`config.mk`:
```
export PLATFORM = sky130hd
export DESIGN_NAME = cm_link_rx
export DESIGN_NICKNAME = d
export VERILOG_FILES = /design/src/rtl/cm_link_rx.sv
export SDC_FILE = /design/constraint.sdc
export NUM_CORES = 1
export LEC_CHECK = 0
export BUFFER_PORTS_ARGS = -buffer_cell sky130_fd_sc_hd__buf_2
export CORE_MARGIN = 4
export CORE_UTILIZATION = 30
export CTS_CLUSTER_DIAMETER = 120
export DETAILED_ROUTE_END_ITERATION = 12
export PLACE_DENSITY = 0.53
export RECOVER_POWER = 100
export SYNTH_ARGS = -nofsm -noshare
export SYNTH_HDL_FRONTEND = slang
export SYNTH_SLANG_ARGS = --single-unit
```
`constraint.sdc`:
```
create_clock -name CLK_50 -period 4.2 [get_ports CLK_50]
set_input_delay 0.63 -clock CLK_50 [delete_from_list [all_inputs] [get_ports CLK_50]]
set_output_delay 0.63 -clock CLK_50 [all_outputs]
set_load 0.05 [all_outputs]
```
`src/rtl/cm_link_rx.sv`:
```
// CM byte-bus receive framer: brings the Xmega byte strobe into CLK_50, captures
// each byte, and turns checksummed command frames into single SRAM requests.
`timescale 1ns/1ps
module cm_link_rx #(
    parameter int unsigned TIMEOUT_CYCLES = 50000,
    parameter logic [7:0]  SYNC_BYTE      = 8'hA5
) (
    input  logic        CLK_50,
    input  logic        RST_n,
    input  logic [7:0]  CM,
    input  logic        CLK_inter,
    output logic [7:0]  raw_byte,
    output logic        raw_valid,
    output logic        cmd_valid,
    input  logic        cmd_ready,
    output logic        cmd_we,
    output logic [15:0] cmd_addr,
    output logic [7:0]  cmd_data,
    output logic        err,
    output logic [1:0]  err_code,
    output logic [2:0]  o_dbg_state
);

    // Request handshake: a request transfers on any cycle where cmd_valid and
    // cmd_ready are both high; once cmd_valid rises, it and cmd_we/cmd_addr/
    // cmd_data hold unchanged until that transfer cycle.

    localparam int unsigned        CNT_W    = $clog2(TIMEOUT_CYCLES + 1);
    localparam logic [CNT_W-1:0]   CNT_LAST = CNT_W'(TIMEOUT_CYCLES - 1);

    localparam logic [1:0] ERR_OVERRUN  = 2'd0;
    localparam logic [1:0] ERR_BAD_CMD  = 2'd1;
    localparam logic [1:0] ERR_CHECKSUM = 2'd2;
    localparam logic [1:0] ERR_TIMEOUT  = 2'd3;

    localparam logic [7:0] CMD_WRITE = 8'h01;
    localparam logic [7:0] CMD_READ  = 8'h02;

    typedef enum logic [2:0] {
        S_IDLE   = 3'd0,
        S_CMD    = 3'd1,
        S_ADDR_H = 3'd2,
        S_ADDR_L = 3'd3,
        S_DATA   = 3'd4,
        S_CSUM   = 3'd5,
        S_HOLD   = 3'd6
    } state_t;

    logic             r_inter_s1;
    logic             r_inter_s2;
    logic             r_inter_s3;
    logic [7:0]       r_cm_s1;
    logic [7:0]       r_cm_s2;
    logic [7:0]       r_raw_byte;
    logic             r_raw_valid;

    state_t           r_state;
    logic             r_we;
    logic [7:0]       r_addr_h;
    logic [7:0]       r_addr_l;
    logic [7:0]       r_data;
    logic [7:0]       r_xor;
    logic [CNT_W-1:0] r_cnt;
    logic             r_cmd_valid;
    logic             r_err;
    logic [1:0]       r_err_code;

    state_t           w_state_nxt;
    logic             w_we_nxt;
    logic [7:0]       w_addr_h_nxt;
    logic [7:0]       w_addr_l_nxt;
    logic [7:0]       w_data_nxt;
    logic [7:0]       w_xor_nxt;
    logic [CNT_W-1:0] w_cnt_nxt;
    logic             w_cmd_valid_nxt;
    logic             w_err_nxt;
    logic [1:0]       w_err_code_nxt;

    logic             w_edge;
    logic [7:0]       w_byte;
    logic             w_in_frame;

    // CM is only sampled on the strobe edge, by which time it has been stable
    // long enough that the two-flop copy aligned with s2 is a clean byte.
    assign w_edge     = r_inter_s2 & ~r_inter_s3;
    assign w_byte     = r_cm_s2;
    assign w_in_frame = r_state inside {S_CMD, S_ADDR_H, S_ADDR_L, S_DATA, S_CSUM};

    always_ff @(posedge CLK_50 or negedge RST_n) begin
        if (!RST_n) begin
            r_inter_s1  <= 1'b0;
            r_inter_s2  <= 1'b0;
            r_inter_s3  <= 1'b0;
            r_cm_s1     <= 8'h00;
            r_cm_s2     <= 8'h00;
            r_raw_byte  <= 8'h00;
            r_raw_valid <= 1'b0;
        end else begin
            r_inter_s1  <= CLK_inter;
            r_inter_s2  <= r_inter_s1;
            r_inter_s3  <= r_inter_s2;
            r_cm_s1     <= CM;
            r_cm_s2     <= r_cm_s1;
            r_raw_valid <= w_edge;
            if (w_edge) begin
                r_raw_byte <= w_byte;
            end
        end
    end

    always_ff @(posedge CLK_50 or negedge RST_n) begin
        if (!RST_n) begin
            r_state     <= S_IDLE;
            r_we        <= 1'b0;
            r_addr_h    <= 8'h00;
            r_addr_l    <= 8'h00;
            r_data      <= 8'h00;
            r_xor       <= 8'h00;
            r_cnt       <= '0;
            r_cmd_valid <= 1'b0;
            r_err       <= 1'b0;
            r_err_code  <= 2'd0;
        end else begin
            r_state     <= w_state_nxt;
            r_we        <= w_we_nxt;
            r_addr_h    <= w_addr_h_nxt;
            r_addr_l    <= w_addr_l_nxt;
            r_data      <= w_data_nxt;
            r_xor       <= w_xor_nxt;
            r_cnt       <= w_cnt_nxt;
            r_cmd_valid <= w_cmd_valid_nxt;
            r_err       <= w_err_nxt;
            r_err_code  <= w_err_code_nxt;
        end
    end

    always_comb begin
        w_state_nxt     = r_state;
        w_we_nxt        = r_we;
        w_addr_h_nxt    = r_addr_h;
        w_addr_l_nxt    = r_addr_l;
        w_data_nxt      = r_data;
        w_xor_nxt       = r_xor;
        w_cnt_nxt       = '0;
        w_cmd_valid_nxt = r_cmd_valid;
        w_err_nxt       = 1'b0;
        w_err_code_nxt  = 2'd0;

        // A byte on the same cycle as expiry wins: the byte path below runs and
        // the counter stays at its cleared default.
        if (w_in_frame && !w_edge) begin
            if (r_cnt == CNT_LAST) begin
                w_err_nxt      = 1'b1;
                w_err_code_nxt = ERR_TIMEOUT;
                w_state_nxt    = S_IDLE;
            end else begin
                w_cnt_nxt = r_cnt + CNT_W'(1);
            end
        end

        case (r_state)
            S_IDLE: begin
                if (w_edge && (w_byte == SYNC_BYTE)) begin
                    w_xor_nxt   = 8'h00;
                    w_data_nxt  = 8'h00;
                    w_state_nxt = S_CMD;
                end
            end
            S_CMD: begin
                if (w_edge) begin
                    if (w_byte == CMD_WRITE || w_byte == CMD_READ) begin
                        w_we_nxt    = (w_byte == CMD_WRITE);
                        w_xor_nxt   = r_xor ^ w_byte;
                        w_state_nxt = S_ADDR_H;
                    end else begin
                        w_err_nxt      = 1'b1;
                        w_err_code_nxt = ERR_BAD_CMD;
                        w_state_nxt    = S_IDLE;
                    end
                end
            end
            S_ADDR_H: begin
                if (w_edge) begin
                    w_addr_h_nxt = w_byte;
                    w_xor_nxt    = r_xor ^ w_byte;
                    w_state_nxt  = S_ADDR_L;
                end
            end
            S_ADDR_L: begin
                if (w_edge) begin
                    w_addr_l_nxt = w_byte;
                    w_xor_nxt    = r_xor ^ w_byte;
                    w_state_nxt  = r_we ? S_DATA : S_CSUM;
                end
            end
            S_DATA: begin
                if (w_edge) begin
                    w_data_nxt  = w_byte;
                    w_xor_nxt   = r_xor ^ w_byte;
                    w_state_nxt = S_CSUM;
                end
            end
            S_CSUM: begin
                if (w_edge) begin
                    if (w_byte == r_xor) begin
                        w_cmd_valid_nxt = 1'b1;
                        w_state_nxt     = S_HOLD;
                    end else begin
                        w_err_nxt      = 1'b1;
                        w_err_code_nxt = ERR_CHECKSUM;
                        w_state_nxt    = S_IDLE;
                    end
                end
            end
            S_HOLD: begin
                if (r_cmd_valid && cmd_ready) begin
                    w_cmd_valid_nxt = 1'b0;
                    w_state_nxt     = S_IDLE;
                end
                // The pending request is never disturbed; an incoming byte is dropped.
                if (w_edge) begin
                    w_err_nxt      = 1'b1;
                    w_err_code_nxt = ERR_OVERRUN;
                end
            end
            default: begin
                w_state_nxt = S_IDLE;
            end
        endcase
    end

    assign raw_byte    = r_raw_byte;
    assign raw_valid   = r_raw_valid;
    assign cmd_valid   = r_cmd_valid;
    assign cmd_we      = r_we;
    assign cmd_addr    = {r_addr_h, r_addr_l};
    assign cmd_data    = r_data;
    assign err         = r_err;
    assign err_code    = r_err_code;
    assign o_dbg_state = r_state;

endmodule

```
Yosys cells after proc, flatten, opt, wreduce, memory -nomap -nowiden
Cells that the tools add are included.
{"block": "classes", "add_sub_neg": 1, "n_mux": 42, "n_reduce_logical": 17, "n_shift": 0, "bitwise_logic": 3, "order_cmp": 0, "eq_ne": 19, "n_div": 0, "multipliers": 0}
{"operator": "$mux 8", "n": 5}
{"operator": "$mux 16", "n": 2}
{"operator": "$mux 3", "n": 10}
{"operator": "$pmux 8 s3", "n": 1}
{"operator": "$pmux 3 s7", "n": 1}
{"operator": "$add 16x1->16 const B", "n": 1}
{"operator": "$eq 16x16->1 const B", "n": 1}
{"operator": "$mux 2", "n": 8}
{"operator": "$pmux 8 s2", "n": 1}
{"operator": "$mux 1", "n": 11}
{"operator": "$ne 2x2->1 const B", "n": 5}
{"operator": "$eq 3x3->1 const B", "n": 3}
{"operator": "$eq 8x1->1 const B", "n": 1}
{"operator": "$eq 8x2->1 const B", "n": 1}
{"operator": "$eq 8x8->1", "n": 1}
{"operator": "$eq 8x8->1 const B", "n": 1}
{"operator": "$xor 8x8->8", "n": 1}
{"operator": "$eq 3x2->1 const B", "n": 2}
{"operator": "$ne 2x1->1 const B", "n": 3}
{"operator": "$pmux 2 s3", "n": 1}
{"operator": "$reduce_and 3->1", "n": 2}
{"operator": "$reduce_and 5->1", "n": 1}
{"operator": "$reduce_bool 5->1", "n": 1}
{"operator": "$reduce_and 2->1", "n": 2}
{"operator": "other kinds (13)", "n": 16}
{"block": "word_totals", "latchBits": 0, "input_bits": 12, "output_inout_bits": 41, "ram_bits": 0, "mem_bits_ro": 0, "memories": 0, "regBits": 84, "wordCells": 99}

Depth between registers and ports, before layout
Gate-level depths: netlist of the first run.
{"block": "depth", "word_depth": 8, "ltp_mapped": 8, "mapped_depth_nobuf": 6}

Worst setup path after synthesis of the first run
No wires, ideal clock.
{"block": "synth_path", "path_kind": "register to register", "start": "reg r_state[2] (netlist: o_dbg_state[2])", "end": "reg r_xor[2]", "setup_time_ns": 0.126, "required_time_ns": 4.074, "synth_period_minus_slack_ns": 2.198, "n_path_buf": 1, "arrival_time_ns": 2.072, "path_stages_with_launch": 7, "slack_ns": 2.002, "path_cell_list": "dfrtp_1 -> buf_2 -> nor3b_2 -> o21ai_1 -> o41ai_2 -> a21oi_2 -> a221o_1"}
{"block": "synth_between", "elab_chain_len": 4, "word_cells_on_any_way": 13, "classes_between": "eq/ne (8); mux (1); reduce/logical (4)"}
{"item": "start: declaration", "line_no": "57", "source": "state_t r_state;"}
{"item": "start signal: assignment", "line_no": "124", "source": "r_state <= w_state_nxt;"}
{"item": "$eq 3x2->1 / $eq 3x3->1 (equally long branches)", "line_no": "161", "source": "case (r_state)"}
{"item": "$reduce_or 3->1 (no line)"}
{"item": "$ne 2x1->1 (no line) / $reduce_bool 3->1 (equally long branches)"}
{"item": "$reduce_and 5->1 (no line)"}
{"item": "end signal: assignment", "line_no": "129", "source": "r_xor <= w_xor_nxt;"}
{"item": "end: declaration", "line_no": "62", "source": "logic [7:0] r_xor;"}
Several ways; a longest one is shown, not always the timed one.
A chain may end at the register's enable or synchronous reset.

Worst setup path in the final report of the first run
{"block": "layout_path", "start": "reg r_inter_s2", "end": "reg r_xor[5]"}
{"block": "layout_between", "elab_chain_len": 4, "word_cells_on_any_way": 6, "classes_between": "eq/ne (3); bitwise (1); reduce/logical (2)"}
{"item": "start: declaration", "line_no": "50", "source": "logic r_inter_s2;"}
{"item": "start signal: assignment", "line_no": "100", "source": "r_inter_s2 <= r_inter_s1;"}
{"item": "$and 1x1->1 *", "line_no": "85", "source": "assign w_edge = r_inter_s2 & ~r_inter_s3;"}
{"item": "$logic_and 1x1->1", "line_no": "163", "source": "if (w_edge && (w_byte == SYNC_BYTE)) begin"}
{"item": "$ne 2x2->1 (no line)"}
{"item": "$reduce_and 5->1 (no line) *"}
Mark *: on every way between the ends. The rest lies on a longest branch, timed or not.

==> results of run 1 <==
## power by group through the flow
| stage | registers (mW) | logic [mW] | clock network [mW] |
|---|---|---|---|
| after floorplan | 1.40 | 0.341 | 0 |
| after global placement | 1.10 | 0.849 | 0 |
| after detailed placement | 1.10 | 0.856 | 0 |
| after CTS | 1.09 | 0.859 | 0.806 |
| after global routing | 1.11 | 0.880 | 0.845 |
| final | 1.09 | 0.818 | 0.789 |
## worst min path at each step
stage | cells past startpoint | slack (ns) | startpoint | to
global placement | 0 | 0.33 | r_cm_s1[3] | r_cm_s2[3]
detailed placement | 0 | 0.33 | r_cm_s1[0] | r_cm_s2[0]
floorplan | 0 | 0.33 | RST_n | cmd_data[0]
CTS | 0 | 0.35 | r_cm_s1[1] | r_cm_s2[1]
finish | 0 | 0.35 | r_cm_s1[0] | r_cm_s2[0]
global route | 0 | 0.36 | r_cm_s1[0] | r_cm_s2[0]
## cell type report
type / count / area (µm²) / share of cell area [%]
sequential: 84 / 2100 / 49.5
multi-input combinational: 221 / 1410 / 33.2
clock buffer: 9 / 225 / 5.31
timing repair buffer: 52 / 209 / 4.92
tap: 143 / 179 / 4.22
clock inverter: 7 / 76.3 / 1.80
inverter: 12 / 45.0 / 1.06
## sequential cells by signal, indices dropped and copies added, names as in the netlist
| signal | cells |
|---|---|
| r_cnt | 16 |
| cmd_data | 8 |
| r_addr_h | 8 |
| r_addr_l | 8 |
| r_cm_s1 | 8 |
| r_cm_s2 | 8 |
| r_xor | 8 |
| raw_byte | 8 |
| o_dbg_state | 3 |
| err_code | 2 |
| cmd_valid | 1 |
| cmd_we | 1 |
| err | 1 |
| r_inter_s1 | 1 |
| r_inter_s2 | 1 |
| r_inter_s3 | 1 |
| raw_valid | 1 |
## critical path, delay by kind of cell, from the launching register on
family	cells	cell delay (ns)
AOI/OAI and AO/OA	4	1.46
and+or+nand+nor	1	0.52
buffers and inverters	1	0.50
DFF	1	0.38
## synth_stat cells, types with 7 or more instances
cell                        n
sky130_fd_sc_hd__dfrtp_1   84
sky130_fd_sc_hd__nand2_1   36
sky130_fd_sc_hd__nor2_1    28
sky130_fd_sc_hd__o21ai_0   21
sky130_fd_sc_hd__xnor2_1   16
sky130_fd_sc_hd__mux2_2    15
sky130_fd_sc_hd__nand3_1   15
sky130_fd_sc_hd__inv_1     12
sky130_fd_sc_hd__clkbuf_1  11
sky130_fd_sc_hd__nor2b_1    9
sky130_fd_sc_hd__xor2_1     8
sky130_fd_sc_hd__a221o_1    7
## through the flow
| step | util, % | total power, mW |
|---|---|---|
| 2_1_floorplan | - | 1.74 |
| 5_1_grt | 36.5 | 2.84 |
| 6_report | 36.5 | 2.69 |
| 3_3_place_gp | 34.5 | 1.95 |
| 3_5_place_dp | 34.5 | 1.96 |
| 4_1_cts | 37.1 | 2.75 |
## cells by family (layout without fill, tap and decap cells)
| logic type | count (synthesis) | count (layout) | share of synthesized area, % |
|---|---|---|---|
| mux | 15 | 15 | 4.65 |
| xor+xnor | 24 | 24 | 5.79 |
| compound gates | 48 | 48 | 9.34 |
| flops | 84 | 84 | 57.9 |
| simple gates | 133 | 133 | 19.1 |
| fa+ha+maj | 1 | 1 | 0.345 |
| buf+inv | 27 | 80 | 2.90 |
## routing by layer
layer	vias to the layer above	wire, µm
met1	1233	4050
met4	0	142
li1	1254	-
met2	60	3380
met5	-	0
met3	9	402
==> report_table.html, run 1 <==
<table>
<tr><th>Metric</th><th>Value</th></tr>
<tr><th colspan="2">CTS</th></tr>
<tr><td>Maximum buffer depth of the clock tree</td><td>2</td></tr>
<tr><td>Number of clock buffers inserted by TritonCTS</td><td>9</td></tr>
<tr><td>Clock latency reported for the late side of the worst-skew pair</td><td>0.35 ns</td></tr>
<tr><td>Clock slew at the register clock pins of the worst setup and hold paths</td><td>0.07 ns</td></tr>
<tr><td>Number of levels the H-tree was split into</td><td>3</td></tr>
<tr><td>Clock Sinks</td><td>84</td></tr>
<tr><td>Number of hold buffers added after CTS</td><td>0</td></tr>
<tr><td>Buffers inserted during post-CTS setup optimization</td><td>0</td></tr>
<tr><td>Count of instances resized after the clock tree is built</td><td>0</td></tr>
<tr><td>Clock root cell</td><td>sky130_fd_sc_hd__clkbuf_16</td></tr>
<tr><td>TritonCTS clock tree</td><td>yes</td></tr>
<tr><th colspan="2">Run status</th></tr>
<tr><td>Run status</td><td>finished, violations left</td></tr>
<tr><td>Violated checks</td><td>max-capacitance violations, max-slew violations</td></tr>
<tr><th colspan="2">Die</th></tr>
<tr><td>Core Region</td><td>0.0116 mm²</td></tr>
<tr><td>Row Count</td><td>39</td></tr>
<tr><td>I/O pins</td><td>53</td></tr>
<tr><td>Initial core utilization</td><td>31.3%</td></tr>
<tr><td>Die area</td><td>0.0139 mm²</td></tr>
<tr><td>Vertical die dimension</td><td>118 µm</td></tr>
<tr><td>Die span in x</td><td>118 µm</td></tr>
<tr><th colspan="2">Global routing</th></tr>
<tr><td>Remaining global-route overflow</td><td>0</td></tr>
<tr><td>Antenna violations before repair</td><td>0</td></tr>
<tr><td>GRT busiest layer</td><td>met1</td></tr>
<tr><td>Met2 usage in global routing</td><td>16.0%</td></tr>
<tr><td>Global-route wire length before repair</td><td>13400 µm</td></tr>
<tr><td>Largest net degree at the start of global routing</td><td>85</td></tr>
<tr><td>Met3 Usage GRT</td><td>4.04%</td></tr>
<tr><td>Overall track demand over capacity in global routing</td><td>12.0%</td></tr>
<tr><td>M1 GR Usage</td><td>17.6%</td></tr>
<tr><td>Vias in the first global route</td><td>2543</td></tr>
<tr><th colspan="2">Pwr</th></tr>
<tr><td>Max rail drop VDD</td><td>0.000399 V</td></tr>
<tr><td>Part of the power in the clock network</td><td>29.3%</td></tr>
<tr><td>Power density over cell area</td><td>635 mW/mm²</td></tr>
<tr><td>Standby leakage power</td><td>1.78 nW</td></tr>
<tr><td>Switching pwr</td><td>1.11 mW</td></tr>
<tr><td>Internal power of the cells</td><td>1.58 mW</td></tr>
<tr><td>Switch share</td><td>41.2%</td></tr>
<tr><td>Sequential cell fraction of total power</td><td>40.4%</td></tr>
<tr><td>Comb pwr share</td><td>30.4%</td></tr>
<tr><th colspan="2">Timing</th></tr>
<tr><td>Max-slew headroom</td><td>-35.9%</td></tr>
<tr><td>Setup repair after global routing missed its margin</td><td>false</td></tr>
<tr><td>Transition time at the pin with the least slew margin</td><td>2.04 ns</td></tr>
<tr><td>Final clock period utilization by the worst path</td><td>70.1%</td></tr>
<tr><td>Final count of pins violating max slew</td><td>85</td></tr>
<tr><td>Count of final hold-check violations</td><td>0</td></tr>
<tr><td>Final clock skew</td><td>0.00846 ns</td></tr>
<tr><td>Total negative slack</td><td>0 ns</td></tr>
<tr><td>Hold Worst Slack</td><td>0.349 ns</td></tr>
<tr><td>Fmax</td><td>340 MHz</td></tr>
<tr><td>Least setup slack across all paths after layout</td><td>1.26 ns</td></tr>
<tr><td>Final setup fails</td><td>0</td></tr>
<tr><td>Shortest period the worst path allows</td><td>2.94 ns</td></tr>
<tr><th colspan="2">Synthesis</th></tr>
<tr><td>Synth area leader</td><td>sky130_fd_sc_hd__dfrtp_1</td></tr>
<tr><td>Most used DFF post-synth</td><td>sky130_fd_sc_hd__dfrtp_1</td></tr>
<tr><td>Yosys top cell area share</td><td>57.9%</td></tr>
<tr><td>Post-synthesis instance area</td><td>0.00363 mm²</td></tr>
<tr><td>Total of flip-flops plus latches after synthesis</td><td>84</td></tr>
<tr><td>Synthesized area per cell</td><td>10.9 µm²</td></tr>
<tr><td>Number of instances in the synthesized netlist</td><td>332</td></tr>
<tr><td>Cell types occupying the most area after synthesis</td><td>sky130_fd_sc_hd__dfrtp_1, sky130_fd_sc_hd__mux2_2, sky130_fd_sc_hd__xnor2_1</td></tr>
<tr><td>Synth async-reset ratio</td><td>100%</td></tr>
<tr><td>Number of enable flip-flop cells after synthesis</td><td>0</td></tr>
<tr><td>Synthesized netlist net count</td><td>345</td></tr>
<tr><td>Sequential-to-total area share from yosys stat</td><td>57.9%</td></tr>
<tr><td>Number of distinct library cell variants in the gate-level netlist after synthesis</td><td>45</td></tr>
<tr><td>Count of synthesis-stage warnings from yosys</td><td>0</td></tr>
<tr><th colspan="2">Setup path</th></tr>
<tr><td>Terminus of the critical flop-to-flop path</td><td>r_xor[5]</td></tr>
<tr><td>Kind of end point of the critical path</td><td>flip-flop</td></tr>
<tr><td>Type of element launching the critical path</td><td>flip-flop</td></tr>
<tr><td>Length in cells of the worst reg-to-reg path</td><td>6</td></tr>
<tr><td>Worst reg-to-reg setup slack</td><td>1.26 ns</td></tr>
<tr><td>Required time at the worst-slack endpoint</td><td>4.48 ns</td></tr>
<tr><td>Crit. Startpoint</td><td>r_inter_s2</td></tr>
<tr><td>Crit path kind</td><td>reg2reg</td></tr>
<tr><td>Crit Reg-Reg Startpoint</td><td>r_inter_s2</td></tr>
<tr><td>Biggest fanout along the worst timing path</td><td>20</td></tr>
<tr><td>Sequence of cells on the critical path</td><td>nand2b_1 -&gt; inv_1 -&gt; o21ai_0 -&gt; o41ai_1 -&gt; a21oi_1 -&gt; a221o_1</td></tr>
<tr><td>Slowest CP cell</td><td>sky130_fd_sc_hd__a21oi_1</td></tr>
<tr><td>Data arrival time of the worst path</td><td>3.23 ns</td></tr>
<tr><td>Biggest cell delay along the critical path</td><td>0.54 ns</td></tr>
<tr><td>Last element of the critical path</td><td>r_xor[5]</td></tr>
<tr><th colspan="2">Placed design</th></tr>
<tr><td>Post-detailed-placement half-perimeter wirelength</td><td>5360 µm</td></tr>
<tr><td>Routability congestion estimate from global placement</td><td>0.782</td></tr>
<tr><td>Buffers added on ports</td><td>52</td></tr>
<tr><td>Dpl cell area</td><td>0.00401 mm²</td></tr>
<tr><td>Pre-CTS setup slack</td><td>1.33 ns</td></tr>
<tr><td>Placed insts</td><td>512</td></tr>
<tr><th colspan="2">Detailed routing</th></tr>
<tr><td>Number of violations reported at the end of detailed-routing iteration 0</td><td>146</td></tr>
<tr><td>Average wire per standard cell</td><td>15.1 µm</td></tr>
<tr><td>Via count</td><td>2556</td></tr>
<tr><td>Total DRC errors in the routed layout</td><td>0</td></tr>
<tr><td>Antenna violation net count after detailed routing</td><td>0</td></tr>
<tr><td>Wire length after detailed routing</td><td>7980 µm</td></tr>
<tr><td>Average via count per standard cell</td><td>4.84</td></tr>
<tr><td>Number of iterations in the first detailed-routing pass</td><td>4</td></tr>
<tr><th colspan="2">Cells and area</th></tr>
<tr><td>Area Overhead vs Synth</td><td>16.9%</td></tr>
<tr><td>Filler Cell Count</td><td>1168</td></tr>
<tr><td>Total Nets Final</td><td>393</td></tr>
<tr><td>Layout cells sized above 1</td><td>12.5%</td></tr>
<tr><td>Most frequent cells in the layout</td><td>sky130_fd_sc_hd__dfrtp_1, sky130_fd_sc_hd__clkbuf_1, sky130_fd_sc_hd__nand2_1</td></tr>
<tr><td>Antenna Cells</td><td>0</td></tr>
<tr><td>Final non-filler cell total</td><td>528</td></tr>
<tr><td>Final instance area</td><td>0.00424 mm²</td></tr>
<tr><td>Most common cell after layout, fill and taps aside</td><td>sky130_fd_sc_hd__dfrtp_1</td></tr>
<tr><th colspan="2">Run</th></tr>
<tr><td>Number of maximum-capacitance constraint violations</td><td>1</td></tr>
<tr><th colspan="2">Hold path</th></tr>
<tr><td>Tightest Hold Check Type</td><td>reg2reg</td></tr>
</table>
Power figures use the tool's default switching activity.
==> run 2, diff against run 1 <==
==> constraint.sdc (replaced) <==
create_clock -name CLK_50 -period 3.1 [get_ports CLK_50]
set_input_delay 0.465 -clock CLK_50 [delete_from_list [all_inputs] [get_ports CLK_50]]
set_output_delay 0.465 -clock CLK_50 [all_outputs]
set_load 0.05 [all_outputs]
==> run 2 against run 1 <==
Effect of this change:
- the run still ends with max-capacitance violations, max-slew violations left
- critical path type unchanged
- sequential share of layout area fell by 0.17 points
- sequential cell count did not move
- highest routed layer unchanged
- final area rose by 0.35%
==> report_table.html, run 2 (synthesized netlist as in run 1, its figures left out) <==
<table>
<tr><th>Metric</th><th>Value</th></tr>
<tr><th colspan="2">Timing</th></tr>
<tr><td>Count of final hold-check violations</td><td>0 (unchanged)</td></tr>
<tr><td>Final setup fails</td><td>0 (unchanged)</td></tr>
<tr><td>Final count of pins violating max slew</td><td>85 (unchanged)</td></tr>
<tr><td>Final clock skew</td><td>0.00918 ns (+0.000720 ns)</td></tr>
<tr><td>Shortest period the worst path allows</td><td>2.50 ns (-0.442 ns)</td></tr>
<tr><td>Fmax</td><td>400 MHz (+18%)</td></tr>
<tr><td>Total negative slack</td><td>0 ns (unchanged)</td></tr>
<tr><td>Transition time at the pin with the least slew margin</td><td>2.11 ns (+0.0676 ns)</td></tr>
<tr><td>Least setup slack across all paths after layout</td><td>0.598 ns (-0.658 ns)</td></tr>
<tr><td>Final clock period utilization by the worst path</td><td>80.7% (+11 points)</td></tr>
<tr><td>Max-slew headroom</td><td>-40.4% (-4.5 points)</td></tr>
<tr><td>Setup repair after global routing missed its margin</td><td>false</td></tr>
<tr><th colspan="2">Placed design</th></tr>
<tr><td>Routability congestion estimate from global placement</td><td>0.788 (+0.69%)</td></tr>
<tr><td>Placed insts</td><td>517 (+0.98%)</td></tr>
<tr><td>Pre-CTS setup slack</td><td>0.860 ns (-0.471 ns)</td></tr>
<tr><td>Buffers added on ports</td><td>52 (unchanged)</td></tr>
<tr><td>Post-detailed-placement half-perimeter wirelength</td><td>5640 µm (+5.2%)</td></tr>
<tr><th colspan="2">Cells and area</th></tr>
<tr><td>Filler Cell Count</td><td>1213 (+3.9%)</td></tr>
<tr><td>Seq. cell area</td><td>0.00210 mm² (unchanged)</td></tr>
<tr><td>Antenna Cells</td><td>0 (unchanged)</td></tr>
<tr><td>Most frequent cells in the layout</td><td>sky130_fd_sc_hd__dfrtp_1, sky130_fd_sc_hd__clkbuf_1, sky130_fd_sc_hd__nand2_1</td></tr>
<tr><td>Multi-input logic area</td><td>0.00139 mm² (-1.1%)</td></tr>
<tr><td>Final non-filler cell total</td><td>533 (+0.95%)</td></tr>
<tr><td>Number of flip-flops under the largest register name</td><td>16 (unchanged)</td></tr>
<tr><td>Most common cell after layout, fill and taps aside</td><td>sky130_fd_sc_hd__dfrtp_1</td></tr>
<tr><td>Area Overhead vs Synth</td><td>17.3%</td></tr>
<tr><td>Total Nets Final</td><td>398 (+1.3%)</td></tr>
<tr><td>Register with the most flip-flops</td><td>r_cnt</td></tr>
<tr><td>Layout cells sized above 1</td><td>12.3% (-0.16 points)</td></tr>
<tr><th colspan="2">Detailed routing</th></tr>
<tr><td>Average wire per standard cell</td><td>15.8 µm (+4.8%)</td></tr>
<tr><td>Number of iterations in the first detailed-routing pass</td><td>4 (unchanged)</td></tr>
<tr><td>Total DRC errors in the routed layout</td><td>0 (unchanged)</td></tr>
<tr><td>Wire length after detailed routing</td><td>8440 µm (+5.8%)</td></tr>
<tr><td>Via count</td><td>2647 (+3.6%)</td></tr>
<tr><td>Number of violations reported at the end of detailed-routing iteration 0</td><td>137 (-6.2%)</td></tr>
<tr><td>Antenna violation net count after detailed routing</td><td>0 (unchanged)</td></tr>
<tr><td>Average via count per standard cell</td><td>4.97 (+2.6%)</td></tr>
<tr><th colspan="2">Setup path</th></tr>
<tr><td>Required time at the worst-slack endpoint</td><td>3.39 ns (-1.09 ns)</td></tr>
<tr><td>Crit Reg-Reg Startpoint</td><td>o_dbg_state[0]</td></tr>
<tr><td>Type of element launching the critical path</td><td>flip-flop</td></tr>
<tr><td>Terminus of the critical flop-to-flop path</td><td>r_xor[1]</td></tr>
<tr><td>Data arrival time of the worst path</td><td>2.79 ns (-0.44 ns)</td></tr>
<tr><td>Worst reg-to-reg setup slack</td><td>0.60 ns (-0.66 ns)</td></tr>
<tr><td>Length in cells of the worst reg-to-reg path</td><td>6 (unchanged)</td></tr>
<tr><td>Crit path kind</td><td>reg2reg</td></tr>
<tr><td>Biggest fanout along the worst timing path</td><td>19 (-5.0%)</td></tr>
<tr><td>Kind of end point of the critical path</td><td>flip-flop</td></tr>
<tr><th colspan="2">Hold path</th></tr>
<tr><td>Hold_sp</td><td>CM[2]</td></tr>
<tr><td>Terminating pin of the worst hold path</td><td>r_cm_s1[2]</td></tr>
<tr><td>Tightest Hold Check Type</td><td>in2reg</td></tr>
<tr><td>Worst Hold Path Cells</td><td>1 (+1)</td></tr>
<tr><th colspan="2">CTS</th></tr>
<tr><td>Clock latency reported for the late side of the worst-skew pair</td><td>0.35 ns (about the same)</td></tr>
<tr><td>Buffers inserted during post-CTS setup optimization</td><td>0 (unchanged)</td></tr>
<tr><td>Count of instances resized after the clock tree is built</td><td>0 (unchanged)</td></tr>
<tr><td>Number of levels the H-tree was split into</td><td>3 (unchanged)</td></tr>
<tr><td>Clock Sinks</td><td>84 (unchanged)</td></tr>
<tr><td>Maximum buffer depth of the clock tree</td><td>2 (unchanged)</td></tr>
<tr><td>Number of hold buffers added after CTS</td><td>0 (unchanged)</td></tr>
<tr><td>Clock root cell</td><td>sky130_fd_sc_hd__clkbuf_16</td></tr>
<tr><td>TritonCTS clock tree</td><td>yes</td></tr>
<tr><td>Clock slew at the register clock pins of the worst setup and hold paths</td><td>0.07 ns (about the same)</td></tr>
<tr><td>Number of clock buffers inserted by TritonCTS</td><td>9 (unchanged)</td></tr>
<tr><th colspan="2">Global routing</th></tr>
<tr><td>Largest net degree at the start of global routing</td><td>85 (unchanged)</td></tr>
<tr><td>Vias in the first global route</td><td>2573 (+1.2%)</td></tr>
<tr><td>Antenna violations before repair</td><td>0 (unchanged)</td></tr>
<tr><td>Remaining global-route overflow</td><td>0 (unchanged)</td></tr>
<tr><td>Global-route wire length before repair</td><td>14100 µm (+5.1%)</td></tr>
<tr><td>Overall track demand over capacity in global routing</td><td>12.6% (+0.57 points)</td></tr>
<tr><th colspan="2">Pwr</th></tr>
<tr><td>Max rail drop VDD</td><td>0.000311 V (-22%)</td></tr>
<tr><td>Power density over cell area</td><td>868 mW/mm² (+37%)</td></tr>
<tr><td>Standby leakage power</td><td>1.79 nW (+0.58%)</td></tr>
<tr><th colspan="2">Die</th></tr>
<tr><td>Die span in x</td><td>118 µm (unchanged)</td></tr>
<tr><td>Initial core utilization</td><td>31.3% (unchanged)</td></tr>
<tr><td>Die area</td><td>0.0139 mm² (unchanged)</td></tr>
<tr><td>Row Count</td><td>39 (unchanged)</td></tr>
<tr><td>Core Region</td><td>0.0116 mm² (unchanged)</td></tr>
<tr><td>I/O pins</td><td>53 (unchanged)</td></tr>
<tr><td>Vertical die dimension</td><td>118 µm (unchanged)</td></tr>
<tr><th colspan="2">Run status</th></tr>
<tr><td>Violated checks</td><td>max-capacitance violations, max-slew violations</td></tr>
<tr><td>Run status</td><td>finished, violations left</td></tr>
<tr><th colspan="2">Run</th></tr>
<tr><td>Number of maximum-capacitance constraint violations</td><td>1 (unchanged)</td></tr>
</table>
==> run 2: cell type report <==
type                            instances  share of cell area (%)
Clock inverter                          7                    1.79
Clock buffer                            9                    5.29
Multi-Input combinational cell        221                    32.7
Tap cell                              143                    4.20
Sequential cell                        84                    49.4
Timing Repair Buffer                   57                    5.61
Inverter                               12                    1.06
==> run 2: power by group <==
part / switching (mW) / internal (mW)
logic: 0.868 / 0.300
registers: 0.162 / 1.29
clock network: 0.507 / 0.574
total: 1.54 / 2.16
==> run 2: how the worst max path moves through the flow <==
| stage | to | slack [ns] | from |
|---|---|---|---|
| 4_1_cts | r_xor[1] | 0.85 | o_dbg_state[0] |
| 3_5_place_dp | r_xor[6] | 0.86 | o_dbg_state[0] |
| 2_1_floorplan | r_xor[2] | 0.90 | o_dbg_state[2] |
| 6_report | r_xor[1] | 0.60 | o_dbg_state[0] |
| 3_3_place_gp | r_xor[1] | 0.91 | o_dbg_state[0] |
| 5_1_grt | r_xor[2] | 0.33 | o_dbg_state[0] |
==> run 2: critical path, stage by stage, from the launching register on <==
cell and delay (ns):
sky130_fd_sc_hd__dfrtp_1 0.66, sky130_fd_sc_hd__nor3b_1 0.10, sky130_fd_sc_hd__buf_4 0.19, sky130_fd_sc_hd__o21ai_0 0.65, sky130_fd_sc_hd__o41ai_1 0.22, sky130_fd_sc_hd__a21oi_2 0.39, sky130_fd_sc_hd__a221o_1 0.23
==> run 2: metal layers <==
metal  part of all wire (%)  GRT usage (%)  vias up
li1                       -              -     1265
met1                     49           18.5     1292
met2                     42           17.1       77
met3                    7.4           3.60       13
met4                    1.8           5.27        0
met5                      0              0        -
==> run 2: stage by stage <==
stage	utilization, %	power (mW)	hold slack (ns)	instance area (µm²)
4_1_cts	37.5	3.78	0.208	4350
2_1_floorplan	-	2.36	0.169	3630
5_1_grt	36.7	3.89	0.210	4260
6_report	36.7	3.70	0.221	4260
3_3_place_gp	34.9	2.67	0.333	4050
3_5_place_dp	34.9	2.69	0.335	4050
